`src/rtl/cnt_seq_ctrl_pkg.sv`:
```
// Shared types and defaults for the counter sequencer.
package cnt_seq_ctrl_pkg;

  localparam int DEF_NUM_SLOTS = 4;
  localparam int DEF_CW        = 32;

  typedef logic [DEF_CW-1:0] thr_t;

  typedef enum logic [2:0] {
    IDLE,
    LOAD,
    ARM,
    RUN,
    NEXT,
    SKIP,
    DONE
  } seq_state_e;

endpackage

```
`src/rtl/cnt_seq_ctrl_if.sv`:
```
// Bundle of table-config, sequence-control, counter and status signals of the sequencer.
interface cnt_seq_ctrl_if
  import cnt_seq_ctrl_pkg::*;
#(
  parameter int NUM_SLOTS = DEF_NUM_SLOTS,
  parameter int CW        = DEF_CW
);
  localparam int IW = $clog2(NUM_SLOTS);
  localparam int LW = $clog2(NUM_SLOTS + 1);

  logic          cfg_we_i;
  logic [IW-1:0] cfg_idx_i;
  logic [CW-1:0] cfg_thr_i;
  logic [LW-1:0] seq_len_i;
  logic          loop_i;
  logic          start_i;
  logic          stop_i;
  logic [CW-1:0] cnt_val_i;
  logic          cnt_tc_i;
  logic          cnt_en_o;
  logic          cnt_clr_o;
  logic [CW-1:0] cnt_thr_o;
  logic          busy_o;
  logic [IW-1:0] slot_o;
  logic          slot_done_o;
  logic          seq_done_o;
  logic [CW-1:0] remain_o;

  modport master (
    output cfg_we_i, cfg_idx_i, cfg_thr_i, seq_len_i, loop_i, start_i, stop_i,
           cnt_val_i, cnt_tc_i,
    input  cnt_en_o, cnt_clr_o, cnt_thr_o, busy_o, slot_o, slot_done_o,
           seq_done_o, remain_o
  );

  modport slave (
    input  cfg_we_i, cfg_idx_i, cfg_thr_i, seq_len_i, loop_i, start_i, stop_i,
           cnt_val_i, cnt_tc_i,
    output cnt_en_o, cnt_clr_o, cnt_thr_o, busy_o, slot_o, slot_done_o,
           seq_done_o, remain_o
  );

endinterface

```
`src/rtl/cnt_seq_table.sv`:
```
// Threshold table: NUM_SLOTS x CW registers, synchronous write, asynchronous read.
module cnt_seq_table
  import cnt_seq_ctrl_pkg::*;
#(
  parameter int NUM_SLOTS = DEF_NUM_SLOTS,
  parameter int CW        = DEF_CW,
  localparam int IW       = $clog2(NUM_SLOTS)
) (
  input  logic          clk_i,
  input  logic          rst_i,
  input  logic          we,
  input  logic [IW-1:0] waddr,
  input  logic [CW-1:0] wdata,
  input  logic [IW-1:0] raddr,
  output logic [CW-1:0] rdata
);

  logic [CW-1:0] mem [NUM_SLOTS];

  // Write port; reset clears every slot so an unprogrammed slot is skipped.
  always_ff @(posedge clk_i) begin
    if (rst_i) begin
      for (int i = 0; i < NUM_SLOTS; i++) mem[i] <= '0;
    end else if (we) begin
      mem[waddr] <= wdata;
    end
  end

  assign rdata = mem[raddr];

endmodule

```
`src/rtl/cnt_seq_ctrl.sv`:
```
// Counter sequencer: runs threshold slots back-to-back, driving counter enable/clear/threshold.
//
// state | meaning
// IDLE  | waiting for start; counter not driven
// LOAD  | clear counter, capture table[slot] into the threshold register
// ARM   | one settle cycle after clear before enabling the counter
// RUN   | counter enabled, waiting for terminal count
// NEXT  | slot finished (slot_done pulse), pick next slot or finish
// SKIP  | slot threshold was 0, advance without a pulse
// DONE  | non-looping sequence finished (seq_done pulse)
module cnt_seq_ctrl
  import cnt_seq_ctrl_pkg::*;
#(
  parameter int NUM_SLOTS = DEF_NUM_SLOTS,
  parameter int CW        = DEF_CW
) (
  input logic          clk_i,
  input logic          rst_i,
  cnt_seq_ctrl_if.slave bus
);

  localparam int IW = $clog2(NUM_SLOTS);
  localparam int LW = $clog2(NUM_SLOTS + 1);

  seq_state_e    state_q, state_nxt;
  logic [IW-1:0] slot_q, slot_nxt;
  logic [LW-1:0] len_q;
  logic          loop_q;
  logic [CW-1:0] thr_q;
  logic [CW-1:0] tbl_rd;
  logic          last_slot;
  logic          en_q, clr_q, busy_q, slot_done_q, seq_done_q;

  cnt_seq_table #(
    .NUM_SLOTS(NUM_SLOTS),
    .CW       (CW)
  ) u_table (
    .clk_i (clk_i),
    .rst_i (rst_i),
    .we    (bus.cfg_we_i),
    .waddr (bus.cfg_idx_i),
    .wdata (bus.cfg_thr_i),
    .raddr (slot_q),
    .rdata (tbl_rd)
  );

  // Index wraps on the latched length, not on the table size.
  assign last_slot = (LW'(slot_q) == (len_q - LW'(1)));

  // Next-state and next-slot selection; stop overrides everything outside IDLE.
  always_comb begin
    state_nxt = state_q;
    slot_nxt  = slot_q;
    case (state_q)
      IDLE: begin
        if (bus.start_i) begin
          slot_nxt  = '0;
          state_nxt = (bus.seq_len_i != '0) ? LOAD : DONE;
        end
      end
      LOAD: state_nxt = (tbl_rd == '0) ? SKIP : ARM;
      ARM:  state_nxt = RUN;
      RUN:  if (bus.cnt_tc_i) state_nxt = NEXT;
      NEXT, SKIP: begin
        if (last_slot) begin
          if (loop_q) begin
            state_nxt = LOAD;
            slot_nxt  = '0;
          end else begin
            state_nxt = DONE;
          end
        end else begin
          state_nxt = LOAD;
          slot_nxt  = slot_q + IW'(1);
        end
      end
      DONE:    state_nxt = IDLE;
      default: state_nxt = IDLE;
    endcase
    if (bus.stop_i && (state_q != IDLE)) begin
      state_nxt = IDLE;
      slot_nxt  = slot_q;
    end
  end

  // State, latched sequence config, threshold register and outputs registered from next state.
  always_ff @(posedge clk_i) begin
    if (rst_i) begin
      state_q     <= IDLE;
      slot_q      <= '0;
      len_q       <= '0;
      loop_q      <= 1'b0;
      thr_q       <= '0;
      en_q        <= 1'b0;
      clr_q       <= 1'b0;
      busy_q      <= 1'b0;
      slot_done_q <= 1'b0;
      seq_done_q  <= 1'b0;
    end else begin
      state_q <= state_nxt;
      slot_q  <= slot_nxt;
      if ((state_q == IDLE) && bus.start_i) begin
        len_q  <= bus.seq_len_i;
        loop_q <= bus.loop_i;
      end
      if (state_q == LOAD) thr_q <= tbl_rd;
      en_q        <= (state_nxt == RUN);
      clr_q       <= (state_nxt == LOAD);
      busy_q      <= (state_nxt == LOAD) || (state_nxt == ARM) || (state_nxt == RUN) ||
                     (state_nxt == NEXT) || (state_nxt == SKIP);
      slot_done_q <= (state_nxt == NEXT);
      seq_done_q  <= (state_nxt == DONE);
    end
  end

  assign bus.cnt_en_o    = en_q;
  assign bus.cnt_clr_o   = clr_q;
  assign bus.cnt_thr_o   = thr_q;
  assign bus.busy_o      = busy_q;
  assign bus.slot_o      = slot_q;
  assign bus.slot_done_o = slot_done_q;
  assign bus.seq_done_o  = seq_done_q;
  // Saturating distance to threshold, only meaningful while the counter runs.
  assign bus.remain_o    = ((state_q == RUN) && (thr_q > bus.cnt_val_i)) ? (thr_q - bus.cnt_val_i) : '0;

endmodule
```
`src/flat_wrapper.sv`:
```
// flat-port wrapper written by rule: the top's interface ports become plain ports
module cnt_seq_ctrl_flat import cnt_seq_ctrl_pkg::*;
#(
  parameter int NUM_SLOTS = DEF_NUM_SLOTS,
  parameter int CW        = DEF_CW
)
  (clk_i, rst_i, bus_cfg_we_i, bus_cfg_idx_i, bus_cfg_thr_i, bus_seq_len_i, bus_loop_i, bus_start_i, bus_stop_i, bus_cnt_val_i, bus_cnt_tc_i, bus_cnt_en_o, bus_cnt_clr_o, bus_cnt_thr_o, bus_busy_o, bus_slot_o, bus_slot_done_o, bus_seq_done_o, bus_remain_o);
  cnt_seq_ctrl_if #(.NUM_SLOTS(NUM_SLOTS), .CW(CW)) bus_i ();
  input logic clk_i;
  input logic rst_i;
  input wire logic [$bits(bus_i.cfg_we_i)-1:0] bus_cfg_we_i;
  input wire logic [$bits(bus_i.cfg_idx_i)-1:0] bus_cfg_idx_i;
  input wire logic [$bits(bus_i.cfg_thr_i)-1:0] bus_cfg_thr_i;
  input wire logic [$bits(bus_i.seq_len_i)-1:0] bus_seq_len_i;
  input wire logic [$bits(bus_i.loop_i)-1:0] bus_loop_i;
  input wire logic [$bits(bus_i.start_i)-1:0] bus_start_i;
  input wire logic [$bits(bus_i.stop_i)-1:0] bus_stop_i;
  input wire logic [$bits(bus_i.cnt_val_i)-1:0] bus_cnt_val_i;
  input wire logic [$bits(bus_i.cnt_tc_i)-1:0] bus_cnt_tc_i;
  output wire logic [$bits(bus_i.cnt_en_o)-1:0] bus_cnt_en_o;
  output wire logic [$bits(bus_i.cnt_clr_o)-1:0] bus_cnt_clr_o;
  output wire logic [$bits(bus_i.cnt_thr_o)-1:0] bus_cnt_thr_o;
  output wire logic [$bits(bus_i.busy_o)-1:0] bus_busy_o;
  output wire logic [$bits(bus_i.slot_o)-1:0] bus_slot_o;
  output wire logic [$bits(bus_i.slot_done_o)-1:0] bus_slot_done_o;
  output wire logic [$bits(bus_i.seq_done_o)-1:0] bus_seq_done_o;
  output wire logic [$bits(bus_i.remain_o)-1:0] bus_remain_o;
  assign bus_i.cfg_we_i = bus_cfg_we_i;
  assign bus_i.cfg_idx_i = bus_cfg_idx_i;
  assign bus_i.cfg_thr_i = bus_cfg_thr_i;
  assign bus_i.seq_len_i = bus_seq_len_i;
  assign bus_i.loop_i = bus_loop_i;
  assign bus_i.start_i = bus_start_i;
  assign bus_i.stop_i = bus_stop_i;
  assign bus_i.cnt_val_i = bus_cnt_val_i;
  assign bus_i.cnt_tc_i = bus_cnt_tc_i;
  assign bus_cnt_en_o = bus_i.cnt_en_o;
  assign bus_cnt_clr_o = bus_i.cnt_clr_o;
  assign bus_cnt_thr_o = bus_i.cnt_thr_o;
  assign bus_busy_o = bus_i.busy_o;
  assign bus_slot_o = bus_i.slot_o;
  assign bus_slot_done_o = bus_i.slot_done_o;
  assign bus_seq_done_o = bus_i.seq_done_o;
  assign bus_remain_o = bus_i.remain_o;
  cnt_seq_ctrl #(.NUM_SLOTS(NUM_SLOTS), .CW(CW)) u_core (.clk_i(clk_i), .rst_i(rst_i), .bus(bus_i));
endmodule
```
`config.mk`:
```
export PLATFORM = sky130hd
export DESIGN_NAME = cnt_seq_ctrl_flat
export DESIGN_NICKNAME = d
export VERILOG_FILES = /design/src/rtl/cnt_seq_ctrl_pkg.sv /design/src/rtl/cnt_seq_ctrl_if.sv /design/src/rtl/cnt_seq_table.sv /design/src/rtl/cnt_seq_ctrl.sv /design/src/flat_wrapper.sv
export SDC_FILE = /design/constraint.sdc
export NUM_CORES = 1
export LEC_CHECK = 0
export ABC_AREA = 1
export CAP_MARGIN = 20
export CORE_UTILIZATION = 50
export DETAILED_ROUTE_END_ITERATION = 16
export PLACE_DENSITY = 0.81
export SYNTH_ARGS = -nofsm -noshare
export SYNTH_HDL_FRONTEND = slang
export SYNTH_HIERARCHICAL = 1
export SYNTH_SLANG_ARGS = --single-unit
```
`constraint.sdc`:
```
create_clock -name clk_i -period 4.5 [get_ports clk_i]
set_clock_uncertainty 0.1 [all_clocks]
set_input_delay 0.675 -clock clk_i [delete_from_list [all_inputs] [get_ports clk_i]]
set_output_delay 0.675 -clock clk_i [all_outputs]
set_load 0.1 [all_outputs]
```
==> out/metrics.cfg <==
[grt]
track_usage_pct=26.5
grt_pass1_wl_microns=45200
grt_start_max_net_pins=68
antenna_found_initial=0
overflow=0
grt_pass1_vias=9126

[place]
dp_hpwl_microns=20700
place_inst=1853
place.gp.congestion=0.996
io_buffers=146

[clocking]
cts_buffer_depth=2
clock-sinks=174
cts_resized=0
htree_levels=4
cts_tree=yes
clock-root-buffer=clkbuf_16
clk_latency_ns=0.43
postCtsHoldBufs=0
cts_buffers=17
cts_setup_buffers=0
clk_pin_slew_ns=0.06

[route]
ant_nets=0
via_per_inst=5.11
wire_per_inst_microns=15.0
drtIter0Drc=713
drt-total-wl_microns=28200
drt_drc_violations_left=0
route.vias.total=9628
drtPass1Iterations=5

[floorplanning]
die_h_microns=148
io_pins=147
die_area_sq_um=21900
die_x_microns=148
rows=52
coreArea_sq_um=20600
initial_core_util_pct=51.7

[sta]
max_freq_mhz=250
maxSlewViolCount=0
rsz0062_at_grt=no
period_minus_slack_ns=3.99
setup_viol=0
fin_tns_setup_ns=0
final_hold_viol_count=0
tightest_slew_ns=1.04
timing.final.crit_share_pct=88.7
relSlewSlack_pct=30.3

[min_path]
min_delay_worst_endpoint=u_core/len_q[1]$_SDFFE_PP0P_
hold_path_class=reg2reg
worstHoldStart=u_core/len_q[1]$_SDFFE_PP0P_
hold_depth=2

[power_and_ir_drop]
power_density_nw_per_um2=387
p_leak_uw=0.00631
vdd_drop_max_mv=0.235
power_uw=5130

[synth]
synthesis.instances=1471
ys_warn_count=6
syn-num-nets=1581
post_synth_num_cell_types=33
netlist_area_sq_um=10600
ys_ff_latch=174
yosysSeqAreaShare_pct=44.8
synth.avg_cell_area_sq_um=7.23

[layout]
synthToLayoutAreaGrowth_pct=24.7
fillers=1699
diodes=0
fin_cells=1885
drive_above_1_share_pct=7.93
layout_commonest_cell=nand2_1
most-common-layout-cells=nand2_1, inv_1, nor2_1
fin_nets=1712

[worst_setup_path]
crit_type=in2out
cpMostUsedCell=nand2_2
rrSetupSlack_ns=1.72
crit_slowest_cell=clkdlybuf4s50_1
path_cells=clkdlybuf4s50_1, inv_1, ha_1, nand2_1, nor2_1, nand2_1, nand2_2, nand2_2, nand2_2, nand2_2, nand2_2, nand2_4, buf_12, nor2_2, buf_12
cp-start-kind=primary input
worst_path_largest_cell_delay_ns=0.45
endpoint_kind=output pin
crit-reg2reg-launch=u_core/bus.slot_o[1]$_SDFFE_PP0P_
arrival_ns=3.22
cp_max_fo=21
cp_data_required_time_ns=3.72
r2r_end=u_core/bus.slot_done_o$_SDFF_PP0_
reg2reg_depth=13

[flow_run]
maxCapViolations=0

[status]
status=finished, final reports clean

cell families after synthesis:
family	count (synthesis)	synth area share [%]
AND/OR/NAND/NOR	788	31.4
buffers and inverters	341	12.6
XOR/XNOR	16	1.32
AO/OA/AOI/OAI	118	5.74
flip-flops	174	44.8
adder cells (fa/ha/maj)	34	4.07
area by class of cell:
class / count / area, sq um / share of cell area, %
Sequential cell: 174 / 4770 / 35.9
Multi-Input combinational cell: 956 / 4530 / 34.2
Timing Repair Buffer: 161 / 1930 / 14.5
Inverter: 292 / 1100 / 8.27
Clock buffer: 18 / 429 / 3.24
Tap cell: 270 / 338 / 2.55
Clock inverter: 14 / 169 / 1.27
cells in the mapped netlist:
master | count | area share (%)
nand2_1 | 369 | 13
inv_1 | 288 | 10
nor2_1 | 240 | 8.5
edfxtp_1 | 128 | 36
nand3_1 | 81 | 3.8
o21ai_0 | 63 | 3.0
a21oi_1 | 47 | 2.2
dfxtp_1 | 46 | 8.7
nor3_1 | 41 | 1.9
ha_1 | 33 | 3.9
buf_2 | 27 | 1.3
nor2_2 | 21 | 1.2
clkbuf_1 | 15 | 0.53
xnor2_1 | 15 | 1.2
nor2_4 | 13 | 1.4
nand2_2 | 7 | 0.41
nand3b_1 | 7 | 0.49
nand4_1 | 6 | 0.35
buf_1 | 4 | 0.14
inv_2 | 4 | 0.14
buf_6 | 2 | 0.21
nand3_2 | 2 | 0.19
o211ai_1 | 2 | 0.14
a211oi_1 | 1 | 0.071
a21o_1 | 1 | 0.071
a41oi_1 | 1 | 0.082
buf_12 | 1 | 0.19
fa_1 | 1 | 0.19
nand2_4 | 1 | 0.11
o21ai_1 | 1 | 0.047
o21ai_2 | 1 | 0.082
o21bai_1 | 1 | 0.071
xor2_1 | 1 | 0.082
through the flow:
step | utilization, % | hold WS [ns] | setup WS [ns] | area (sq um)
global route | 64.5 | 0.404 | 0.295 | 13300
global placement | 61.4 | 0.351 | 0.528 | 12600
CTS | 64.5 | 0.368 | 0.503 | 13300
floorplan | - | 0.333 | 0.127 | 10600
detailed placement | 61.6 | 0.361 | 0.509 | 12700
finish | 64.5 | 0.369 | 0.506 | 13300
power by group:
group,switching [uW],leakage [uW],internal [uW],total (uW)
clock network,596,0.000283,872,1470
registers,89.6,0.00163,1880,1970
logic,1210,0.00440,487,1690
total,1890,0.00631,3240,5130
flip-flops by register name, indices dropped and copies added (netlist names):
name / flops
u_core/bus.slot_o: 2
u_core/len_q: 3
u_core/bus.busy_o: 1
u_core/bus.seq_done_o: 1
u_core/state_q: 3
u_core/bus.slot_done_o: 1
u_core/u_table/mem: 128
u_core/bus.cnt_clr_o: 1
u_core/bus.cnt_thr_o: 32
u_core/loop_q: 1
u_core/bus.cnt_en_o: 1
worst max-delay path: cells and delay by family:
family	cells	cell delay, ns
and+or+nand+nor	10	1.24
buffers and inverters	4	0.91
adders and majority gates	1	0.37
routing by layer:
| metal | GRT usage, % | up-vias | wire (microns) |
|---|---|---|---|
| li1 | - | 4812 | - |
| met1 | 32.7 | 4353 | 11300 |
| met2 | 46.3 | 416 | 14100 |
| met3 | 4.72 | 47 | 2080 |
| met4 | 9.74 | 0 | 664 |
| met5 | 0 | - | 0 |
worst max path at each step:
| stage | start | end | slack (ns) | cells past startpoint |
|---|---|---|---|---|
| 2_1_floorplan | u_core/bus.cnt_thr_o[0]$_SDFFE_PP0P_ | bus_remain_o[31] | 0.13 | 14 |
| 3_3_place_gp | bus_cnt_val_i[5] | bus_remain_o[6] | 0.53 | 15 |
| 3_5_place_dp | bus_cnt_val_i[5] | bus_remain_o[3] | 0.51 | 15 |
| 4_1_cts | bus_cnt_val_i[5] | bus_remain_o[3] | 0.50 | 15 |
| 5_1_grt | bus_cnt_val_i[5] | bus_remain_o[14] | 0.29 | 15 |
| 6_report | bus_cnt_val_i[5] | bus_remain_o[6] | 0.51 | 15 |
(Power assumes the default switching activity.)
